==> src/rtl/deserializador_param_pkg.sv <==
// deser_pkg: shared state encoding for the serial-to-parallel front end
package deser_pkg;

    localparam logic [1:0] ST_IDLE     = 2'd0;
    localparam logic [1:0] ST_SHIFT    = 2'd1;
    localparam logic [1:0] ST_PARITY   = 2'd2;
    localparam logic [1:0] ST_WAIT_ACK = 2'd3;

    typedef enum logic [1:0] {
        IDLE     = ST_IDLE,
        SHIFT    = ST_SHIFT,
        PARITY   = ST_PARITY,
        WAIT_ACK = ST_WAIT_ACK
    } deser_state_t;

endpackage

==> src/rtl/deserializador_param_contador_bits.sv <==
// contador_bits: W-bit synchronous up-counter with clear and enable, active-low sync reset
module contador_bits #(
    parameter int W = 3
) (
    input  logic         clk,
    input  logic         rst,
    input  logic         clr,
    input  logic         en,
    output logic [W-1:0] q
);

    // reset beats clear, clear beats count
    always_ff @(posedge clk) begin
        if (!rst)
            q <= '0;
        else if (clr)
            q <= '0;
        else if (en)
            q <= q + W'(1);
    end

endmodule

==> src/rtl/deserializador_param.sv <==
// deserializador_param: assembles an N-bit word (MSB first) from a serial stream and offers it
// with valid/ready; load drives the en of the downstream parallel register, word its d.
// Optional even-parity bit after the data enabled by defining DESER_PARITY_EN.
module deserializador_param
    import deser_pkg::*;
#(
    parameter int N = 8
) (
    input  logic         clk,
    input  logic         rst,
    input  logic         start,
    input  logic         sin,
    input  logic         bit_valid,
    input  logic         out_ready,
    output logic [N-1:0] word,
    output logic         out_valid,
    output logic         load,
    output logic         busy,
    output logic         parity_err
);

    localparam int CW = $clog2(N);

`ifdef DESER_PARITY_EN
    localparam deser_state_t AFTER_DATA = PARITY;
`else
    localparam deser_state_t AFTER_DATA = WAIT_ACK;
`endif

    deser_state_t  state;
    logic [N-1:0]  shreg;
    logic [CW-1:0] count;
    logic          take;
    logic          last;
    logic          clr;

    // a bit is consumed only while shifting; the Nth one also rewinds the counter
    assign take = (state == SHIFT) && bit_valid;
    assign last = take && (count == CW'(N - 1));
    assign clr  = ((state == IDLE) && start) || last;

    contador_bits #(.W(CW)) u_cnt (
        .clk (clk),
        .rst (rst),
        .clr (clr),
        .en  (take),
        .q   (count)
    );

    assign word = shreg;
    assign load = out_valid & out_ready;

    // control FSM plus shift register; out_valid and busy are registered alongside the state
    always_ff @(posedge clk) begin
        if (!rst) begin
            state     <= IDLE;
            shreg     <= '0;
            out_valid <= 1'b0;
            busy      <= 1'b0;
        end else begin
            case (state)
                IDLE: if (start) begin
                    state <= SHIFT;
                    shreg <= '0;
                    busy  <= 1'b1;
                end
                SHIFT: if (bit_valid) begin
                    shreg <= {shreg[N-2:0], sin};
                    if (last) begin
                        state     <= AFTER_DATA;
                        out_valid <= (AFTER_DATA == WAIT_ACK);
                    end
                end
                PARITY: if (bit_valid) begin
                    state     <= WAIT_ACK;
                    out_valid <= 1'b1;
                end
                WAIT_ACK: if (out_ready) begin
                    state     <= IDLE;
                    out_valid <= 1'b0;
                    busy      <= 1'b0;
                end
                default: state <= IDLE;
            endcase
        end
    end

`ifdef DESER_PARITY_EN
    // even parity over data plus parity bit; sticky until the next accepted start
    always_ff @(posedge clk) begin
        if (!rst)
            parity_err <= 1'b0;
        else if ((state == IDLE) && start)
            parity_err <= 1'b0;
        else if ((state == PARITY) && bit_valid)
            parity_err <= (^shreg) ^ sin;
    end
`else
    assign parity_err = 1'b0;
`endif

endmodule

==> config.mk <==
export PLATFORM = sky130hd
export DESIGN_NAME = deserializador_param
export DESIGN_NICKNAME = d
export VERILOG_FILES = /design/src/rtl/deserializador_param_pkg.sv /design/src/rtl/deserializador_param_contador_bits.sv /design/src/rtl/deserializador_param.sv
export SDC_FILE = /design/constraint.sdc
export NUM_CORES = 1
export LEC_CHECK = 0
export BUFFER_PORTS_ARGS = -buffer_cell sky130_fd_sc_hd__buf_2
export CORE_ASPECT_RATIO = 0.7
export CORE_MARGIN = 3
export CORE_UTILIZATION = 40
export CTS_BUF_LIST = sky130_fd_sc_hd__clkbuf_8
export DETAILED_ROUTE_END_ITERATION = 10
export MAX_ROUTING_LAYER = met4
export PLACE_DENSITY_LB_ADDON = 0.1
export SLEW_MARGIN = 20
export SYNTH_ARGS = -nofsm -noshare
export SYNTH_HDL_FRONTEND = slang
export SYNTH_HIERARCHICAL = 1
export SYNTH_SLANG_ARGS = --single-unit
==> constraint.sdc <==
create_clock -name clk -period 2.5 [get_ports clk]
set_input_delay 0.125 -clock clk [delete_from_list [all_inputs] [get_ports clk]]
set_output_delay 0.125 -clock clk [all_outputs]
set_load 0.01 [all_outputs]
== After elaboration in Yosys (flattened, before gate mapping) ==
Index checks and enable logic that the tools add are counted.

* Shift operators: 0
* Muxes and demuxes: 16
* Div/mod/pow operators: 0
* Multipliers: 0
* Order comparisons: 0
* Add/subtract/negate cells: 1
* Equal/unequal tests: 9
* Reductions and logical operators: 13
* Bitwise operators: 2

{| class="wikitable"
|+ Operators with widths
! kind !! number
|-
| 8-bit two-way mux || 2
|-
| 8-bit case mux with 2 select lines || 1
|-
| 2-bit two-way mux || 5
|-
| 2-bit inequality test (second input constant) || 5
|-
| 5-bit AND reduction || 2
|-
| 2-bit case mux with 4 select lines || 1
|-
| 3-bit AND reduction || 2
|-
| 1-bit two-way mux || 5
|-
| 2-bit == test (second input constant) || 2
|-
| 2-bit nonzero test || 2
|-
| 3-bit by 1-bit adder with 3-bit output (second input constant) || 1
|-
| 3-bit == test (second input constant) || 1
|-
| 1-bit logical AND || 3
|-
| 1-bit case mux with 3 select lines || 1
|-
| 3-bit nonzero test || 1
|-
| 2-bit by 1-bit == test with 1-bit output (second input constant) || 1
|-
| 2-bit logical NOT || 1
|-
| 1-bit case mux with 2 select lines || 1
|-
| 2-bit OR reduction || 1
|-
| 1-bit AND || 1
|-
| 1-bit logical OR || 1
|-
| 1-bit NOT || 1
|}

* Output and inout bits: 12
* ROM bits: 0
* Bits in latches: 0
* RAM bits: 0
* Word-level logic and storage cells: 46
* Input port bits: 6
* Register bits after elaboration: 15
* Memories: 0

== Logic depth before layout (Yosys ltp) ==
* Depth after elaboration: 6
* Mapped depth: 7
* Gate-level depth less buffers: 7

== Hierarchy ==
The synthesis kept the hierarchy.

{| class="wikitable"
|+ Modules (own cells, without submodules)
! module !! sequential area each (um^2) !! cells an instance !! area an instance (um^2) !! times used
|-
| deserializador_param || 240.2 || 68 || 639.4 || 1
|-
| contador_bits || 60.1 || 12 || 127.6 || 1
|}

== Worst setup path after synthesis ==
Ideal clock, no wire load.

* Kind: register -> register
* Start point: register state[0]
* End point: register out_valid
* Data arrival time: 1217 ps
* Path buffers: 0
* Library setup time: 117 ps
* Cell stages (with the launch flop): 7
* Required time: 2383 ps
* Clock period less this slack: 1334 ps
* Setup slack: 1166 ps
* Cells stage by stage: dfxtp_1 > inv_1 > ha_1 > nor2b_1 > o22ai_2 > nand3b_1 > a32o_1

* Word-level cells in the longest chain between the ends: 5
* Elaborated cells between the ends (all ways): 12
* Classes of those cells: 7 x eq/ne; 1 x mux; 4 x reduce/logical

{| class="wikitable"
|+ Ends and longest elaborated chain
! item !! RTL line !! RTL
|-
| start: declaration || deserializador_param.sv:30 || <nowiki>deser_state_t state;</nowiki>
|-
| start signal: assignment || deserializador_param.sv:56 || <nowiki>state <= IDLE;</nowiki>
|-
| start signal: assignment || deserializador_param.sv:63 || <nowiki>state <= SHIFT;</nowiki>
|-
| start signal: assignment || deserializador_param.sv:70 || <nowiki>state <= AFTER_DATA;</nowiki>
|-
| 2-bit by 1-bit == test with 1-bit output || deserializador_param.sv:38, deserializador_param.sv:61 ||
|-
| 1-bit logical AND || deserializador_param.sv:38 || <nowiki>assign take = (state == SHIFT) && bit_valid;</nowiki>
|-
| 1-bit logical AND || deserializador_param.sv:39 || <nowiki>assign last = take && (count == CW'(N - 1));</nowiki>
|-
| 2-bit inequality test (no line) || n/a ||
|-
| 5-bit AND reduction (no line) || n/a ||
|-
| end signal: assignment || deserializador_param.sv:71 || <nowiki>out_valid <= (AFTER_DATA == WAIT_ACK);</nowiki>
|-
| end: declaration || deserializador_param.sv:16 || <nowiki>output logic out_valid,</nowiki>
|}

Parallel ways exist; a longest one is shown, timed or not.
A chain may end at the register's enable or synchronous reset.

== Worst setup path in the final report ==
Same ends and word-level chain as after synthesis.

==> impl_results.md <==
- Post-synth top area cell: dfxtp_1
- Flop-to-flop setup slack: roughly 0.97 ns
- FF-to-FF Start: state[0]$_SDFFE_PN0P_
- Largest cells by area after synthesis: dfxtp_1 39%, ha_1 9.8%, nor2b_1 9.0%
- Ys flop type: dfxtp_1
- Vias: 600
- Clk slew on worst S/H paths: roughly 0.06 ns
- Finished Layout Cells: approximately 120
- CTS tree: yes
- Max-cap violations: 0
- CTS resizes: 0
- TritonCTS sink count: 15
- LEAKAGE: ~0.39 nW
- Fin. Hold Viols: 0
- Depth of the most critical reg-to-reg path: 6
- FF-to-FF End: out_valid$_SDFFE_PN0P_
- Hold Startpoint: sin
- Max Clk Rate: 655 MHz
- Synth Warn #: 6
- Worst-skew pair later-pin latency: about 0.25 ns
- Peak VDD IR: ~0.00051 V
- Hold Buf Count CTS: 0
- First-pass DRT Iterations: 2
- Hold depth: 3
- Seq/Total Area, Yosys: between 30 and 40%
- DP Cell Count: around 120
- Pwr dens: 980 nW/um^2
- Hpwl dp: roughly 1200 um
- Status: finished, final reports clean
- Vias per cell: ~5.0
- Mapped cell area: approximately 770 sq um
- Final TNS setup: 0 ns
- Routability cong.: about 0.73
- Ports: 18
- Syn nets: about 90
- Clock buffer count from CTS: 3
- Largest net degree at the start of global routing: 16
- Initial Utilization: around 45%
- First-pass GRT wire length: about 2600 um
- Crit start category: flip-flop
- Initial antenna violation count: 0
- Final setup viols: 0
- Final Cycle Share: 61.1%
- Synth cell count leaders: 15 x dfxtp_1, 11 x nor2b_1, 8 x a22oi_1
- Most frequent cell after synthesis: dfxtp_1
- Rows: 12
- Die ar.: approximately 2500 sq um
- Hold crit path type: in2reg
- Gr usage total: between 10% and 20%
- Synth Register Bits: 15
- Clk_skew: between 0.002 and 0.003 ns
- Post-route ant nets: 0
- Unrepaired setup endpoints after global routing: false
- CP required: roughly 2.6 ns
- Congestion Overflow GR: 0
- Initial DRC count: 7
- Crit Path Max Fanout: 5
- Clk buf depth: 2
- Final routed DRC violation total: 0
- Crit end category: flip-flop
- Average size of a mapped cell: 9.59 sq um
- Yosys cell types: 30
- Routed len/inst: 13.4 um
- ANT cells: 0
- Arrival time worst endpoint: 1.67 ns
- Crit path kind: reg2reg
- Root buf cell: clkbuf_8
- Final Slew Violations: 0
- Post-synth EDFFs: 0
- WHS Endpoint: word[0]$_SDFFE_PN0P_
- CTS H-Tree Depth: 1
- Ratio of cells with drive above 1 in the final layout: between 20% and 30%
- Final net count: around 110
- Vias in the first global route: 558
- Post-Syn Instances: 80
- Tmin final: 1.53 ns
- Layout area overhead: 18.3%
- Die W: a little under 60 um
- Postcts setup bufs: 0
- Async S/R FF share, synth: 0%
- Die height: between 40 and 50 um
- Final WL: 1590 um
- Core ar.: between 1500 and 2000 sq um
- I/O Buffers: 16
- Synth top area share: around 39%
-- stage by stage --
step | cell area (sq um) | utilization, % | setup slack, ns | hold slack, ns | power [mW]
6_report | 907 | 53.5 | 0.972 | 0.147 | 0.889
4_1_cts | 907 | 53.5 | 0.986 | 0.142 | 0.899
3_3_place_gp | 862 | 50.8 | 1.03 | 0.402 | 0.691
2_1_floorplan | 767 | - | 1.17 | 0.271 | 0.608
5_1_grt | 907 | 53.5 | 0.825 | 0.172 | 0.958
3_5_place_dp | 862 | 50.8 | 1.00 | 0.406 | 0.698
-- how the worst max path moves through the flow --
stage | from | slack (ns) | end | cells after the start
after global placement | state[0]$_SDFFE_PN0P_ | 1.03 | out_valid$_SDFFE_PN0P_ | 6
final | state[0]$_SDFFE_PN0P_ | 0.97 | out_valid$_SDFFE_PN0P_ | 6
after CTS | state[0]$_SDFFE_PN0P_ | 0.99 | out_valid$_SDFFE_PN0P_ | 6
after detailed placement | state[0]$_SDFFE_PN0P_ | 1.00 | out_valid$_SDFFE_PN0P_ | 6
after floorplan | state[0]$_SDFFE_PN0P_ | 1.17 | out_valid$_SDFFE_PN0P_ | 6
after global routing | state[1]$_SDFFE_PN0P_ | 0.82 | word[7]$_SDFFE_PN0P_ | 7
-- kinds of logic (layout without fill, tap and decap cells) --
group	Yosys count	count (layout)	synth area share, %
and+or+nand+nor	31	31	24.8
xor gates and xnor gates	1	1	1.14
buffers and inverters	6	24	3.43
DFF	15	15	39.2
adders and majority gates	6	6	9.79
AOI/OAI and AO/OA	18	18	18.6
other	1	1	0.489
muxes	2	2	2.61
-- final cells by class --
class,instances,area (sq um)
fillers,158,790
multi-input cells,59,440
flip-flops and latches,15,300
repair buffers,16,80.1
clock buffers,3,41.3
well taps,21,26.3
inverters,4,15.0
clock inverters,1,3.75
-- registers in the layout (all words and copies together) (netlist names) --
| name | flops |
|---|---|
| busy | 1 |
| out_valid | 1 |
| state | 2 |
| u_cnt/q | 3 |
| word | 8 |
-- worst max-delay path: stages, from the launching register on --
cell and delay, ns:
dfxtp_1 0.37, inv_1 0.11, ha_1 0.21, nor2b_1 0.14, o22ai_2 0.23, nand3b_1 0.11, a32o_1 0.26
-- where the power goes --
part / switching [mW] / internal [mW] / leakage, nW
sequential: 0.0311 / 0.274 / 0.122
clock: 0.0830 / 0.109 / 0.0269
combinational: 0.231 / 0.162 / 0.243
-- cell usage in the layout (no fill, tap or decap), drive strengths merged --
cell type / n
buf: 16
dfxtp: 15
nor2b: 11
a22oi: 8
ha: 6
nand2: 5
inv: 5
nor2: 4
nand2b: 3
a21oi: 3
clkbuf: 3
nand3: 2
mux2i: 2
nand3b: 2
o21ai: 2
nor3b: 2
and2: 1
o22ai: 1
and2b: 1
a31oi: 1
o21a: 1
a32o: 1
conb: 1
a21bo: 1
xnor2: 1
-- routing by layer --
layer	wire length [um]	up-vias	track usage, %
li1	-	308	-
met1	850	280	19.5
met2	685	10	19.8
met3	46	2	5.54
met4	8	0	4.17
met5	0	-	-
No activity file was read; power rests on OpenSTA's default activity.
